[src/rtl/asip_pkg.sv]
// asip_pkg: shared definitions for the ASIP vector core pipeline control.
//   - opcode constants seen in the EX stage
//   - hz_state_t : hazard_controller sequencing state
//   - fwd_sel_t  : EX operand source select
package asip_pkg;

  localparam logic [3:0] OP_SUM   = 4'b0000;
  localparam logic [3:0] OP_SUMI  = 4'b0010;
  localparam logic [3:0] OP_MULFV = 4'b0011;
  localparam logic [3:0] OP_CMP   = 4'b0110;
  localparam logic [3:0] OP_NOP   = 4'b0111;
  localparam logic [3:0] OP_JEQ   = 4'b1001;

  typedef enum logic {
    RUN      = 1'b0,
    MUL_WAIT = 1'b1
  } hz_state_t;

  typedef enum logic [1:0] {
    FWD_RF  = 2'b00,
    FWD_EXM = 2'b01,
    FWD_MWB = 2'b10
  } fwd_sel_t;

endpackage

[src/rtl/fwd_unit.sv]
// fwd_unit: combinational operand-forwarding select for both EX operands.
// Ports:
//   ex_rs1, ex_rs2     in  sources of the instruction in EX (MSB = file select)
//   mem_rd, mem_reg_w  in  destination / write flag of the instruction in MEM
//   wb_rd,  wb_reg_w   in  destination / write flag of the instruction in WB
//   fwd_a,  fwd_b      out operand source select (RF, EX/MEM, MEM/WB)
module fwd_unit
  import asip_pkg::*;
#(
  parameter int REG_AW = 4
) (
  input  logic [REG_AW:0] ex_rs1,
  input  logic [REG_AW:0] ex_rs2,
  input  logic [REG_AW:0] mem_rd,
  input  logic            mem_reg_w,
  input  logic [REG_AW:0] wb_rd,
  input  logic            wb_reg_w,
  output fwd_sel_t        fwd_a,
  output fwd_sel_t        fwd_b
);

  // Scalar r0 is hardwired; vector v0 (MSB set) is a real register.
  localparam logic [REG_AW:0] R0 = '0;

  // The full compare includes the file-select MSB, so scalar and vector
  // registers with the same index never alias. The younger EX/MEM result wins.
  function automatic fwd_sel_t sel_src(input logic [REG_AW:0] rs);
    if (mem_reg_w && (mem_rd == rs) && (mem_rd != R0))
      return FWD_EXM;
    else if (wb_reg_w && (wb_rd == rs) && (wb_rd != R0))
      return FWD_MWB;
    else
      return FWD_RF;
  endfunction

  always_comb begin
    fwd_a = sel_src(ex_rs1);
    fwd_b = sel_src(ex_rs2);
  end

endmodule

[src/rtl/hazard_controller.sv]
// hazard_controller: pipeline sequencer for the ASIP vector core.
// Produces stage enables, bubble flushes and PC enable for taken JEQ,
// load-use and multi-cycle MULFV, plus EX forwarding selects and a
// saturating count of stalled (pc_en=0) cycles.
//
// state    | meaning
// ---------+----------------------------------------------------------
// RUN      | normal issue; branch / MULFV / load-use checked each cycle
// MUL_WAIT | MULFV holding EX; r_cnt = remaining hold cycles
//
// Ports:
//   clk, rst                     clock, async active-high reset
//   id_rs1, id_rs2               sources of the ID instruction
//   ex_opcode, ex_rs1/2, ex_rd   EX instruction fields
//   ex_reg_w, ex_r_mem, zero     EX write/load flags, JEQ compare flag
//   mem_rd/mem_reg_w, wb_rd/wb_reg_w  writeback info for MEM and WB
//   pc_en, if_id_en, id_ex_en    PC / pipeline register enables
//   if_id_flush, id_ex_flush, ex_mem_flush  bubble inserts
//   fwd_a, fwd_b                 EX operand source selects
//   mul_busy                     MULFV holding EX
//   perf_stalls                  saturating stall-cycle counter
module hazard_controller
  import asip_pkg::*;
#(
  parameter int REG_AW  = 4,
  parameter int MUL_LAT = 4,
  parameter int PERF_W  = 16
) (
  input  logic              clk,
  input  logic              rst,
  input  logic [REG_AW:0]   id_rs1,
  input  logic [REG_AW:0]   id_rs2,
  input  logic [3:0]        ex_opcode,
  input  logic [REG_AW:0]   ex_rs1,
  input  logic [REG_AW:0]   ex_rs2,
  input  logic [REG_AW:0]   ex_rd,
  input  logic              ex_reg_w,
  input  logic              ex_r_mem,
  input  logic              zero,
  input  logic [REG_AW:0]   mem_rd,
  input  logic              mem_reg_w,
  input  logic [REG_AW:0]   wb_rd,
  input  logic              wb_reg_w,
  output logic              pc_en,
  output logic              if_id_en,
  output logic              id_ex_en,
  output logic              if_id_flush,
  output logic              id_ex_flush,
  output logic              ex_mem_flush,
  output logic [1:0]        fwd_a,
  output logic [1:0]        fwd_b,
  output logic              mul_busy,
  output logic [PERF_W-1:0] perf_stalls
);

  localparam int              CNT_W    = $clog2(MUL_LAT);
  // The detect cycle is the first hold, and the release cycle is the last
  // EX cycle, so MUL_WAIT needs MUL_LAT-2 further holds.
  localparam logic [CNT_W-1:0] CNT_LOAD = CNT_W'(MUL_LAT - 2);
  localparam logic [REG_AW:0]  R0       = '0;

  hz_state_t         r_state, w_state_nxt;
  logic [CNT_W-1:0]  r_cnt, w_cnt_nxt;
  logic [PERF_W-1:0] r_perf;
  fwd_sel_t          w_fwd_a, w_fwd_b;
  logic              w_br_taken, w_is_mul, w_load_use;

  fwd_unit #(.REG_AW(REG_AW)) u_fwd (
    .ex_rs1    (ex_rs1),
    .ex_rs2    (ex_rs2),
    .mem_rd    (mem_rd),
    .mem_reg_w (mem_reg_w),
    .wb_rd     (wb_rd),
    .wb_reg_w  (wb_reg_w),
    .fwd_a     (w_fwd_a),
    .fwd_b     (w_fwd_b)
  );

  assign w_br_taken = (ex_opcode == OP_JEQ) && zero;
  assign w_is_mul   = (ex_opcode == OP_MULFV);
  assign w_load_use = ex_r_mem && ex_reg_w && (ex_rd != R0) &&
                      ((ex_rd == id_rs1) || (ex_rd == id_rs2));

  // Forwarding is independent of the hold, only reset overrides it.
  assign fwd_a       = rst ? FWD_RF : w_fwd_a;
  assign fwd_b       = rst ? FWD_RF : w_fwd_b;
  assign perf_stalls = r_perf;

  always_comb begin
    w_state_nxt  = r_state;
    w_cnt_nxt    = r_cnt;
    pc_en        = 1'b1;
    if_id_en     = 1'b1;
    id_ex_en     = 1'b1;
    if_id_flush  = 1'b0;
    id_ex_flush  = 1'b0;
    ex_mem_flush = 1'b0;
    mul_busy     = 1'b0;
    if (rst) begin
      pc_en        = 1'b0;
      if_id_en     = 1'b0;
      id_ex_en     = 1'b0;
      if_id_flush  = 1'b1;
      id_ex_flush  = 1'b1;
      ex_mem_flush = 1'b1;
    end else begin
      case (r_state)
        RUN: begin
          if (w_br_taken) begin
            if_id_flush = 1'b1;
            id_ex_flush = 1'b1;
          end else if (w_is_mul) begin
            pc_en        = 1'b0;
            if_id_en     = 1'b0;
            id_ex_en     = 1'b0;
            ex_mem_flush = 1'b1;
            mul_busy     = 1'b1;
            w_cnt_nxt    = CNT_LOAD;
            w_state_nxt  = MUL_WAIT;
          end else if (w_load_use) begin
            pc_en       = 1'b0;
            if_id_en    = 1'b0;
            id_ex_flush = 1'b1;
          end
        end
        MUL_WAIT: begin
          if (r_cnt != '0) begin
            pc_en        = 1'b0;
            if_id_en     = 1'b0;
            id_ex_en     = 1'b0;
            ex_mem_flush = 1'b1;
            mul_busy     = 1'b1;
            w_cnt_nxt    = r_cnt - 1'b1;
          end else begin
            w_state_nxt = RUN;
          end
        end
        default: w_state_nxt = RUN;
      endcase
    end
  end

  always_ff @(posedge clk or posedge rst) begin
    if (rst) begin
      r_state <= RUN;
      r_cnt   <= '0;
      r_perf  <= '0;
    end else begin
      r_state <= w_state_nxt;
      r_cnt   <= w_cnt_nxt;
      if (!pc_en && (r_perf != '1))
        r_perf <= r_perf + 1'b1;
    end
  end

endmodule

[config.mk]
export PLATFORM = sky130hd
export DESIGN_NAME = hazard_controller
export DESIGN_NICKNAME = d
export VERILOG_FILES = /design/src/rtl/asip_pkg.sv /design/src/rtl/fwd_unit.sv /design/src/rtl/hazard_controller.sv
export SDC_FILE = /design/constraint.sdc
export NUM_CORES = 1
export LEC_CHECK = 0
export CAP_MARGIN = 25
export CORE_UTILIZATION = 33
export CTS_BUF_LIST = sky130_fd_sc_hd__clkbuf_2
export DETAILED_ROUTE_END_ITERATION = 10
export PLACE_DENSITY = 0.67
export SYNTH_ARGS = -nofsm -noshare
export SYNTH_HDL_FRONTEND = slang
export SYNTH_SLANG_ARGS = --single-unit
[constraint.sdc]
create_clock -name clk -period 2.2 [get_ports clk]
set_clock_uncertainty 0.1 [all_clocks]
set_input_delay 0.33 -clock clk [delete_from_list [all_inputs] [get_ports clk]]
set_output_delay 0.33 -clock clk [all_outputs]
set_load 0.005 [all_outputs]
Word level (Yosys, flattened, before mapping)
Cells that the tools add are included.
{ "op_classes": {"reduce_logical": 20, "n_addsub": 2, "n_eq_ne": 12, "bitwise_logic": 2, "n_mux": 34} }
{ "op_table": {"columns": ["op", "count"], "rows": [
  ["5-bit == test", 6],
  ["1-bit two-way mux", 21],
  ["2-bit two-way mux", 9],
  ["16-bit by 1-bit adder with 16-bit output (second input constant)", 1],
  ["16-bit != test (second input constant)", 1],
  ["5-bit nonzero test", 3],
  ["1-bit logical AND", 13],
  ["1-bit case mux with 2 select lines", 3],
  ["4-bit by 2-bit == test with 1-bit output (second input constant)", 1],
  ["4-bit == test (second input constant)", 1],
  ["2-bit != test (second input constant)", 2],
  ["2-bit case mux with 2 select lines", 1],
  ["4-bit AND reduction", 1],
  ["2-bit by 1-bit != test with 1-bit output (second input constant)", 1],
  ["1-bit NOT", 2],
  ["2-bit nonzero test", 1],
  ["2-bit by 1-bit subtractor with 2-bit output (second input constant)", 1],
  ["1-bit logical NOT", 1],
  ["1-bit logical OR", 1]
]} }
{ "word_totals": {"in_bits": 46, "wordCells": 73, "out_inout_bits": 27, "ff_bits": 19} }

Logic depth before layout (Yosys ltp)
Gate-level depths: netlist of the first run.
{ "logic_depth": {"depth_word": 10, "depth_mapped": 9, "depth_no_buf": 8} }

Cells and area by module
Synthesis of the first run repeated with hierarchy kept, for this count alone.
{ "unflattened": {"hier_cells": 159, "area_unflattened_um2": 1457.6} }
{ "modules_own_cells": {"columns": ["module", "n_inst", "area_per_inst_um2", "cells_each", "seq_area_each_um2"], "rows": [
  ["hazard_controller", 1, 1201.2, 125, 475.5],
  ["fwd_unit", 1, 256.5, 34, 0.0]
]} }

Least setup slack after synthesis of the first run
Ideal clock, no wire load.
{ "synth_path": {"kind": "input port to output port", "start": "input port rst", "end": "output port fwd_a[1]", "arrival_ps": 1753, "cell_stages": 4, "slack_ps": 17, "path_buffers": 0, "t_required_ps": 1770, "path_cell_list": "inv_1 -> o211ai_1 -> or4_1 -> nor4_1"} }
{ "synth_between": {"elab_chain_len": 1} }
{ "synth_lines": {"columns": ["element", "line_no", "text"], "rows": [
  ["from (decl)", "hazard_controller.sv:30", "input logic rst,"],
  ["2-bit two-way mux", "hazard_controller.sv:85", "assign fwd_a = rst ? FWD_RF : w_fwd_a;"],
  ["to (decl)", "hazard_controller.sv:50", "output logic [1:0] fwd_a,"]
]} }
No other way between the ends.

Worst setup path in the final report of the first run
{ "layout_path": {"start": "input port ex_rd[2]", "end": "output port id_ex_flush"} }
{ "layout_between": {"elab_chain_len": 8, "word_cells_on_any_way": 11, "classes_between": "eq/ne: 2; mux: 5; reduce/logical: 4"} }
{ "layout_lines": {"columns": ["element", "line_no", "text"], "rows": [
  ["from (decl)", "hazard_controller.sv:36", "input logic [REG_AW:0] ex_rd,"],
  ["5-bit == test / 5-bit nonzero test (equally long branches)", "hazard_controller.sv:82, hazard_controller.sv:81", null],
  ["1-bit logical OR / 1-bit logical AND (equally long branches)", "hazard_controller.sv:82, hazard_controller.sv:81", null],
  ["1-bit logical AND *", "hazard_controller.sv:81", "assign w_load_use = ex_r_mem && ex_reg_w && (ex_rd != R0) &&"],
  ["1-bit two-way mux *", "hazard_controller.sv:120", "end else if (w_load_use) begin"],
  ["1-bit two-way mux *", "hazard_controller.sv:112", "end else if (w_is_mul) begin"],
  ["1-bit two-way mux *", "hazard_controller.sv:109", "if (w_br_taken) begin"],
  ["1-bit two-way mux *", "hazard_controller.sv:107", "case (r_state)"],
  ["1-bit two-way mux *", "hazard_controller.sv:99", "if (rst) begin"],
  ["to (decl)", "hazard_controller.sv:48", "output logic id_ex_flush,"]
]} }
Mark *: on every way between the ends. The rest lies on a longest branch, timed or not.

==> qor.txt, run 1 <==
Pre-CTS setup slack: -662 ps
Area leader, netlist: dfrtp_1
Ranking of synthesized cells by area: dfrtp_1 31%, xor2_1 17%, xnor2_1 8.1%, nor2_1 3.5%, nor3_2 3.3%
Slowest cell delay on critical path: 520 ps
Critical path data required time: 1770 ps
DR vias/cell: 4.74
FILL cells: 387
Number of diodes: 0
Multi-input gate area in the final layout: 1120 um^2
Worst Hold Class: in -> async
Synth cell types: 37
Clk slew on worst S/H paths: 200 ps
Slew @ Worst Pin: 275 ps
Detailed Route WL: 4300 um
Fin crit period: 2130 ps
Synth Flop Type: dfrtp_1
Synth Register Bits: 19
Max Transition Viols Final: 0
DIE AREA: 4870 um^2
Crit Path Category: in -> out
Syn_area_per_cell: 9.18 um^2
Routability cong.: 0.826
Tcrit/Tclk final: 96.8%
Top cell family by delay on the critical path: simple AND/OR/NAND/NOR gates
Endpoints failing setup: 0
Post-layout util: 64.2%
Achievable Freq: 469 MHz
CTS tree: done
Post-Syn Area: 1520 um^2
Relative slew slack: 81.6%
Status: completed
Final hold slack: 57.5 ps
Fin worst setup slack: 69.3 ps
Layout net count: 343
DRC viols: 0
DP HPWL: 3430 um
Largest net degree at the start of global routing: 22
Power per cell area: 746 nW/um^2
1st-iter DRT viols: 39
Leak pwr: 1.27 nW
I/O Buffers: 72
Worst Setup Start Kind: input pin
CTS Root Cell: clkbuf_2
CP most frequent cell: buf_4
Slowest-stage cell, CP: or4_4
Vias in the first global route: 1722
DRT Pass-1 Iters: 4
Routed Antenna Nets: 0
Via total after detailed routing: 1641
Net Sw Frac: 38.0%
Post-synth top area share: 31.4%
Htree depth: 1
Placed inst area: 2630 um^2
Ports: 73
Initial antenna violation count: 0
Clock network power share: 7.6%
DIE HEIGHT: 69.8 um
Psw: 0.798 mW
Design area: 2820 um^2
Fin. Hold Viols: 0
FP Rows: 24
CP Cell Sequence: buf_4, or4_4, o211ai_2, buf_4, nor2_4, a21o_1, clkdlybuf4s15_1
Gate power share: 63.6%
RSZ-0062 raised after global routing: yes
Yosys warnings: 0
Sequential Power Share: 28.8%
Internal power: 1.30 mW
Async set-reset flop share out of synthesis: 100%
Number of CTS-inserted buffers: 3
Power Total: 2.10 mW
Crit path buf inv count: 3
Layout area overhead: 85.8%
Post-synthesis sequential area ratio: 31.4%
Worst-path maximum fanout: 3
Total congestion overflow: 0
Synth Net Count: 213
Most frequent cells in the layout: 52 x buf_4, 29 x xor2_1, 26 x clkdlybuf4s50_1
Max-cap violations: 0
Core Footprint: 4380 um^2
Clock Path Buffers: 2
Worst-Skew Late Latency: 320 ps
Most common cell after layout, fill and taps aside: buf_4
EDFF count, synth: 0
Peak supply drop: 0.415 mV
Drt wl/cell: 12.4 um
Mapped Cells: 165
Global-route wire length before repair: 7290 um
Clock Sinks: 19
CP endpoint kind: output port
Total Routing Usage GR: 18.3%
FF+latch area: 475 um^2
WP data arrival: 1700 ps
Initial Util: 34.6%
Die Width: 69.8 um
Ratio of cells with drive above 1 in the final layout: 38.1%
## per-stage QoR
step           instances  TNS [ps]
2_1_floorplan        165         0
3_3_place_gp         332    -10810
3_5_place_dp         332    -11860
4_1_cts              347     -97.8
5_1_grt              346     -42.4
6_report             346         0
## cells in the mapped netlist (2+ instances only)
cell type   n
a21o_1      2
a21oi_1     5
and4_1      2
dfrtp_1    19
ha_1        2
inv_1       9
mux2_1      2
nand2_1    13
nand3_1     7
nor2_1     14
nor3_1      8
nor3_2      5
nor4_1      5
o21ai_0     3
or2_2       2
or4_1       5
xnor2_1    14
xor2_1     29
## routing by layer
layer / vias to the layer above / track usage, % / wire length, um
met4: 0 / 2.00 / 9
li1: 830 / - / -
met1: 765 / 19.5 / 1630
met3: 2 / 4.51 / 206
met2: 44 / 36.4 / 2450
met5: - / 0 / 0
## tightest hold or removal path, delay by kind of cell
family                 cells  cell delay, ps
buffers and inverters      3             540
## path summary, 6_finish.rpt
path | slack [ps] | endpoint | cells after the start | start
worst max-delay path | 70 | id_ex_flush | 7 | ex_rd[2]
worst min-delay path | 60 | perf_stalls[15]$_DFFE_PP0P_ | 3 | rst
worst max register to register | 100 | perf_stalls[10]$_DFFE_PP0P_ | 9 | perf_stalls[9]$_DFFE_PP0P_
worst min register to register | 410 | perf_stalls[5]$_DFFE_PP0P_ | 1 | perf_stalls[5]$_DFFE_PP0P_
max in group asynchronous | 1760 | perf_stalls[2]$_DFFE_PP0P_ | 3 | rst
min in group clk | 370 | r_state$_DFFE_PP0N_ | 3 | rst
## cells by family after synthesis
family	after synthesis	synth area share (%)
buffers and inverters	11	3.47
muxes	3	2.15
xor gates and xnor gates	43	24.9
AOI/OAI and AO/OA	17	8.34
DFF	19	31.4
and+or+nand+nor	70	28.2
adders and majority gates	2	1.65
## power groups by stage
stage / Combinational, mW / Clock (mW) / Sequential, mW
2_1_floorplan: 0.484 / 0 / 0.636
3_3_place_gp: 1.18 / 0 / 0.603
3_5_place_dp: 1.21 / 0 / 0.612
4_1_cts: 1.33 / 0.168 / 0.601
5_1_grt: 1.46 / 0.188 / 0.627
6_report: 1.34 / 0.160 / 0.604
## repair_timing
action                     4_1_cts  5_1_grt
resized for setup               91       33
hold buffers                     0        0
setup endpoints to repair       23       21
setup buffers                   11        1
pin swaps                       23       24
## flip-flops by register name (all words and copies together) (netlist names)
register     count
r_state          1
r_cnt            2
perf_stalls     16
## cell type report
type / count / area share, %
well taps: 52 / 2.31
multi-input cells: 135 / 40.0
inverters: 9 / 1.20
repair buffers: 127 / 38.9
clock buffers: 3 / 0.533
flip-flops and latches: 19 / 16.9
clock inverters: 1 / 0.178
(Power assumes the default switching activity.)
==> run 2: changes to the inputs <==
--- a/config.mk
+++ b/config.mk
@@ -5,11 +5,13 @@
 export SDC_FILE = /design/constraint.sdc
 export NUM_CORES = 1
 export LEC_CHECK = 0
-export CAP_MARGIN = 25
+export CAP_MARGIN = 20
+export CORE_MARGIN = 1
 export CORE_UTILIZATION = 33
 export CTS_BUF_LIST = sky130_fd_sc_hd__clkbuf_2
 export DETAILED_ROUTE_END_ITERATION = 10
-export PLACE_DENSITY = 0.67
+export PLACE_DENSITY = 0.68
 export SYNTH_ARGS = -nofsm -noshare
 export SYNTH_HDL_FRONTEND = slang
+export SYNTH_HIERARCHICAL = 1
 export SYNTH_SLANG_ARGS = --single-unit
==> qor.txt, run 2 <==
Status: completed
Number of CTS-inserted buffers: 3
Power Total: 1.78 mW
Most frequent cells in the layout: 41 x buf_4, 36 x clkdlybuf4s50_1, 29 x xnor2_1
Max-cap violations: 0
Number of diodes: 0
Synth Net Count: 207
Layout area overhead: 84.7%
Worst-path maximum fanout: 2
Post-synth top area share: 32.6%
Yosys warnings: 6
Fin. Hold Viols: 0
Detailed Route WL: 4580 um
Most common cell after layout, fill and taps aside: buf_4
DP HPWL: 3420 um
Layout Cells excl Fill: 327
Slowest cell delay on critical path: 500 ps
DRT Pass-1 Iters: 4
Design area: 2690 um^2
Global-route wire length before repair: 6830 um
DIE AREA: 4690 um^2
Crit path buf inv count: 3
Routed Antenna Nets: 0
Psw: 0.645 mW
EDFF count, synth: 0
Gate power share: 60.9%
1st-iter DRT viols: 73
Total congestion overflow: 0
Clk slew on worst S/H paths: 160 ps
Achievable Freq: 467 MHz
Crit Path Category: in -> out
Max Transition Viols Final: 0
CP Cell Sequence: clkdlybuf4s50_1, o21ai_4, buf_6, nor4_4, nor2b_1, clkdlybuf4s15_1
Worst Hold Class: reg -> reg
Routability cong.: 0.916
CP endpoint kind: output port
Power per cell area: 661 nW/um^2
Die Width: 68.5 um
Pre-CTS setup slack: -596 ps
Critical path data required time: 1770 ps
Largest register FFs: 16
Ratio of cells with drive above 1 in the final layout: 31.4%
WP data arrival: 1710 ps
Synth Flop Type: dfrtp_1
Fin worst setup slack: 57.7 ps
Post-synthesis sequential area ratio: 32.6%
Hold path cells: 1
Initial Util: 35.4%
Net Sw Frac: 36.2%
Peak supply drop: 0.452 mV
Top-count cell post-synth: xnor2_1
Post-Syn Area: 1460 um^2
Endpoints failing setup: 0
Clock network power share: 8.8%
Ranking of synthesized cells by area: dfrtp_1 33%, xnor2_1 17%, xor2_1 9.0%, nand3_1 4.8%, nor3_1 3.1%
Final hold slack: 413 ps
Tcrit/Tclk final: 97.4%
Vias in the first global route: 1508
Slew @ Worst Pin: 341 ps
DRC viols: 0
Via total after detailed routing: 1581
Synth cell types: 39
Worst-case hold path end point: perf_stalls[6]$_DFFE_PP0P_
Fin crit period: 2140 ps
FP Rows: 23
Internal reg-to-reg setup slack: 150 ps
Syn_area_per_cell: 9.17 um^2
Total Routing Usage GR: 19.7%
Largest net degree at the start of global routing: 20
I/O Buffers: 72
Leak pwr: 1.23 nW
CTS Root Cell: clkbuf_2
WP depth: 6
Placed inst area: 2490 um^2
DR vias/cell: 4.83
Sequential Power Share: 30.3%
Worst-Skew Late Latency: 320 ps
Slowest-stage cell, CP: clkdlybuf4s50_1
Reg2Reg Depth: 9
Layout net count: 326
Post-Place Cells: 315
RR Endpoint: perf_stalls[1]$_DFFE_PP0P_
Top cell family by delay on the critical path: buffers and inverters
Core Footprint: 4120 um^2
Clock Sinks: 19
Initial antenna violation count: 0
Synth Register Bits: 19
FILL cells: 356
Relative slew slack: 77.2%
Async set-reset flop share out of synthesis: 100%
Mapped Cells: 159
Worst Setup Start Kind: input pin
CTS tree: done
R2R Path Start: r_cnt[1]$_DFFE_PP0P_
Htree depth: 1
Worst Hold Launch: perf_stalls[6]$_DFFE_PP0P_
Drt wl/cell: 14.0 um
DIE HEIGHT: 68.5 um
Ports: 73
Internal power: 1.14 mW
Clock Path Buffers: 2
Area leader, netlist: dfrtp_1
Post-synth top cells: 29 x xnor2_1, 19 x dfrtp_1, 15 x xor2_1
run 2: changes by cell type after synthesis, moves of 3 or more:
cell,change
xnor2_1,+15
xor2_1,-14
nand3_1,+7
nor2b_1,+5
nor3_2,-5
nand2_1,-4
nand4_1,+4
nor2_1,-4
inv_1,-3
or4_1,-3
run 2: cell families after synthesis:
kind of cell / synth area share [%]
compound gates: 10.4
xor+xnor: 26.4
fa+ha+maj: 1.72
buf+inv: 3.09
flops: 32.6
mux: 1.54
simple gates: 24.2
run 2: worst reg2reg max path, stage by stage, from the launching register on:
cell and delay (ps):
dfrtp_1 400, inv_2 60, ha_4 160, nor2b_2 190, a211oi_4 60, buf_6 120
buf_4 120, a31oi_1 130, a21o_2 250, mux2_2 360
run 2: final cells by class:
class / count / area [um^2] / area share [%]
repair buffers: 116 / 1040 / 38.7
flip-flops and latches: 19 / 477 / 17.7
clock buffers: 4 / 20.0 / 0.743
multi-input cells: 131 / 1060 / 39.5
well taps: 50 / 62.6 / 2.32
inverters: 7 / 26.3 / 0.976
run 2: timing repair:
action	4_1_cts	5_1_grt
setup buffers	5	3
pin swaps	14	19
gates resized for setup	52	39
hold buffers	0	0
endpoints found under the setup margin	12	22
run 2: stage by stage:
step	util (%)	setup TNS [ps]
floorplan	-	0
global route	65.4	-18.5
CTS	63.0	-319
global placement	60.6	-7410
detailed placement	60.6	-7740
finish	65.4	0
run 2: per-layer routing:
metal	share of wire, %	track usage (%)
met5	0	0
met1	42	24.0
met2	48	34.1
met3	6.8	4.50
met4	2.4	5.99
run 2: worst max path at each step:
stage | start | to | slack, ps
after floorplan | r_cnt[0]$_DFFE_PP0P_ | perf_stalls[12]$_DFFE_PP0P_ | 230
after global placement | mem_rd[2] | fwd_b[1] | -550
after detailed placement | mem_rd[2] | fwd_b[1] | -600
after CTS | ex_opcode[0] | if_id_en | -160
after global routing | mem_reg_w | fwd_a[0] | -20
final | mem_reg_w | fwd_a[0] | 60
run 2: power by group through the flow:
stage / combinational, mW / clock, mW / sequential (mW)
CTS: 1.04 / 0.163 / 0.533
detailed placement: 1.00 / 0 / 0.539
global route: 1.19 / 0.180 / 0.556
global placement: 0.989 / 0 / 0.533
floorplan: 0.420 / 0 / 0.554
finish: 1.08 / 0.156 / 0.539
==> run 3: changes to the inputs <==
--- a/config.mk
+++ b/config.mk
@@ -6,7 +6,7 @@
 export NUM_CORES = 1
 export LEC_CHECK = 0
 export CAP_MARGIN = 20
-export CORE_MARGIN = 1
+export CORE_MARGIN = 2
 export CORE_UTILIZATION = 33
 export CTS_BUF_LIST = sky130_fd_sc_hd__clkbuf_2
 export DETAILED_ROUTE_END_ITERATION = 10
==> qor.txt, run 3 (synthesis results as in run 2) <==
Status: finished, violations left
Failing checks: negative setup slack
Initial antenna violation count: 0
Ratio of cells with drive above 1 in the final layout: 30.4%
Most common cell after layout, fill and taps aside: clkdlybuf4s50_1
FP Rows: 24
Slew @ Worst Pin: 346 ps
Pre-CTS setup slack: -585 ps
1st-iter DRT viols: 51
Worst Hold Class: in -> async
WL met2: 2360 um
Layout net count: 322
Fin. Hold Viols: 0
Routability cong.: 0.923
Via total after detailed routing: 1570
Htree depth: 1
Max-cap violations: 0
Die Width: 70.5 um
Detailed Route WL: 4550 um
DRT Pass-1 Iters: 4
Total Routing Usage GR: 17.3%
Global-route wire length before repair: 7000 um
I/O Buffers: 72
Largest net degree at the start of global routing: 20
Power per cell area: 676 nW/um^2
Crit Path Category: in -> out
Endpoints failing setup: 3
Vias in the first global route: 1554
Core Footprint: 4290 um^2
Cts hold-fix bufs: 0
Max Transition Viols Final: 0
RSZ-0062 raised after global routing: yes
Tcrit/Tclk final: 101%
Top Layer Used: met4
Fin worst setup slack: -27.7 ps
Total congestion overflow: 0
Number of diodes: 0
Clock Path Buffers: 2
Relative slew slack: 76.9%
Drt wl/cell: 14.0 um
Critical path data required time: 1770 ps
DR vias/cell: 4.83
Setup TNS Final: -65.5 ps
CTS tree: done
Achievable Freq: 449 MHz
DRC viols: 0
Clock Sinks: 19
Routed met3 length: 223 um
CTS Root Cell: clkbuf_2
Power Total: 1.78 mW
Final hold slack: 408 ps
Initial Util: 33.9%
CP endpoint kind: output port
Most frequent cells in the layout: 40 x clkdlybuf4s50_1, 36 x buf_4, 29 x xnor2_1
Leak pwr: 1.19 nW
Routed Antenna Nets: 0
DIE HEIGHT: 70.5 um
WP data arrival: 1800 ps
Clk slew on worst S/H paths: 210 ps
Largest register FFs: 16
Fin crit period: 2230 ps
Number of CTS-inserted buffers: 3
Worst-path maximum fanout: 3
Layout area overhead: 80.6%
DP HPWL: 3390 um
DIE AREA: 4960 um^2
Peak supply drop: 0.254 mV
Ports: 73
Worst Setup Start Kind: input pin
Worst-Skew Late Latency: 330 ps
M1 WL: 1890 um
==> run 3: metrics by stage <==
stage	std cells	utilization, %	cell area (um^2)
CTS	318	58.3	2500
detailed placement	308	56.5	2430
global route	325	61.3	2630
global placement	308	56.5	2430
floorplan	159	-	1460
finish	325	61.3	2630
==> run 3: area by class of cell <==
| class | instances | area [um^2] |
|---|---|---|
| clock inverter | 1 | 7.51 |
| timing repair buffer | 112 | 1010 |
| multi-input combinational | 131 | 1030 |
| sequential | 19 | 477 |
| tap | 52 | 65.1 |
| clock buffer | 3 | 15.0 |
| inverter | 7 | 26.3 |
| fill | 388 | 1660 |
==> run 3: where the power goes <==
group / total [mW] / internal, mW / switching [mW] / leakage (nW)
registers: 0.561 / 0.451 / 0.110 / 0.235
logic: 1.06 / 0.634 / 0.422 / 0.941
clock network: 0.162 / 0.0423 / 0.120 / 0.0126
==> run 3: path summary, 6_finish.rpt <==
path / start / endpoint / slack [ps] / cells after the start
max: ex_opcode[0] / if_id_en / -30 / 7
min: rst / r_state$_DFFE_PP0N_ / 410 / 3
max reg2reg: perf_stalls[1]$_DFFE_PP0P_ / perf_stalls[8]$_DFFE_PP0P_ / 80 / 8
min reg2reg: perf_stalls[15]$_DFFE_PP0P_ / perf_stalls[15]$_DFFE_PP0P_ / 420 / 1
max in group asynchronous: rst / perf_stalls[12]$_DFFE_PP0P_ / 1370 / 3
min in group clk: perf_stalls[15]$_DFFE_PP0P_ / perf_stalls[15]$_DFFE_PP0P_ / 420 / 1
==> run 3: per-layer routing <==
layer  up-vias  GRT usage [%]
met3         8           4.04
met2        52           30.8
li1        783              -
met5         -              0
met4         0           4.06
met1       727           20.8
==> run 3: repair_timing <==
item,in CTS,in global routing
pin swaps,8,12
endpoints found under the setup margin,11,25
resized for setup,53,32
buffers inserted,6,7
==> run 3: worst max-delay path: stages <==
cell	delay, ps
clkdlybuf4s50_1	430
and4bb_2	290
a211oi_4	250
inv_2	70
buf_6	120
a31oi_4	170
buf_2	150
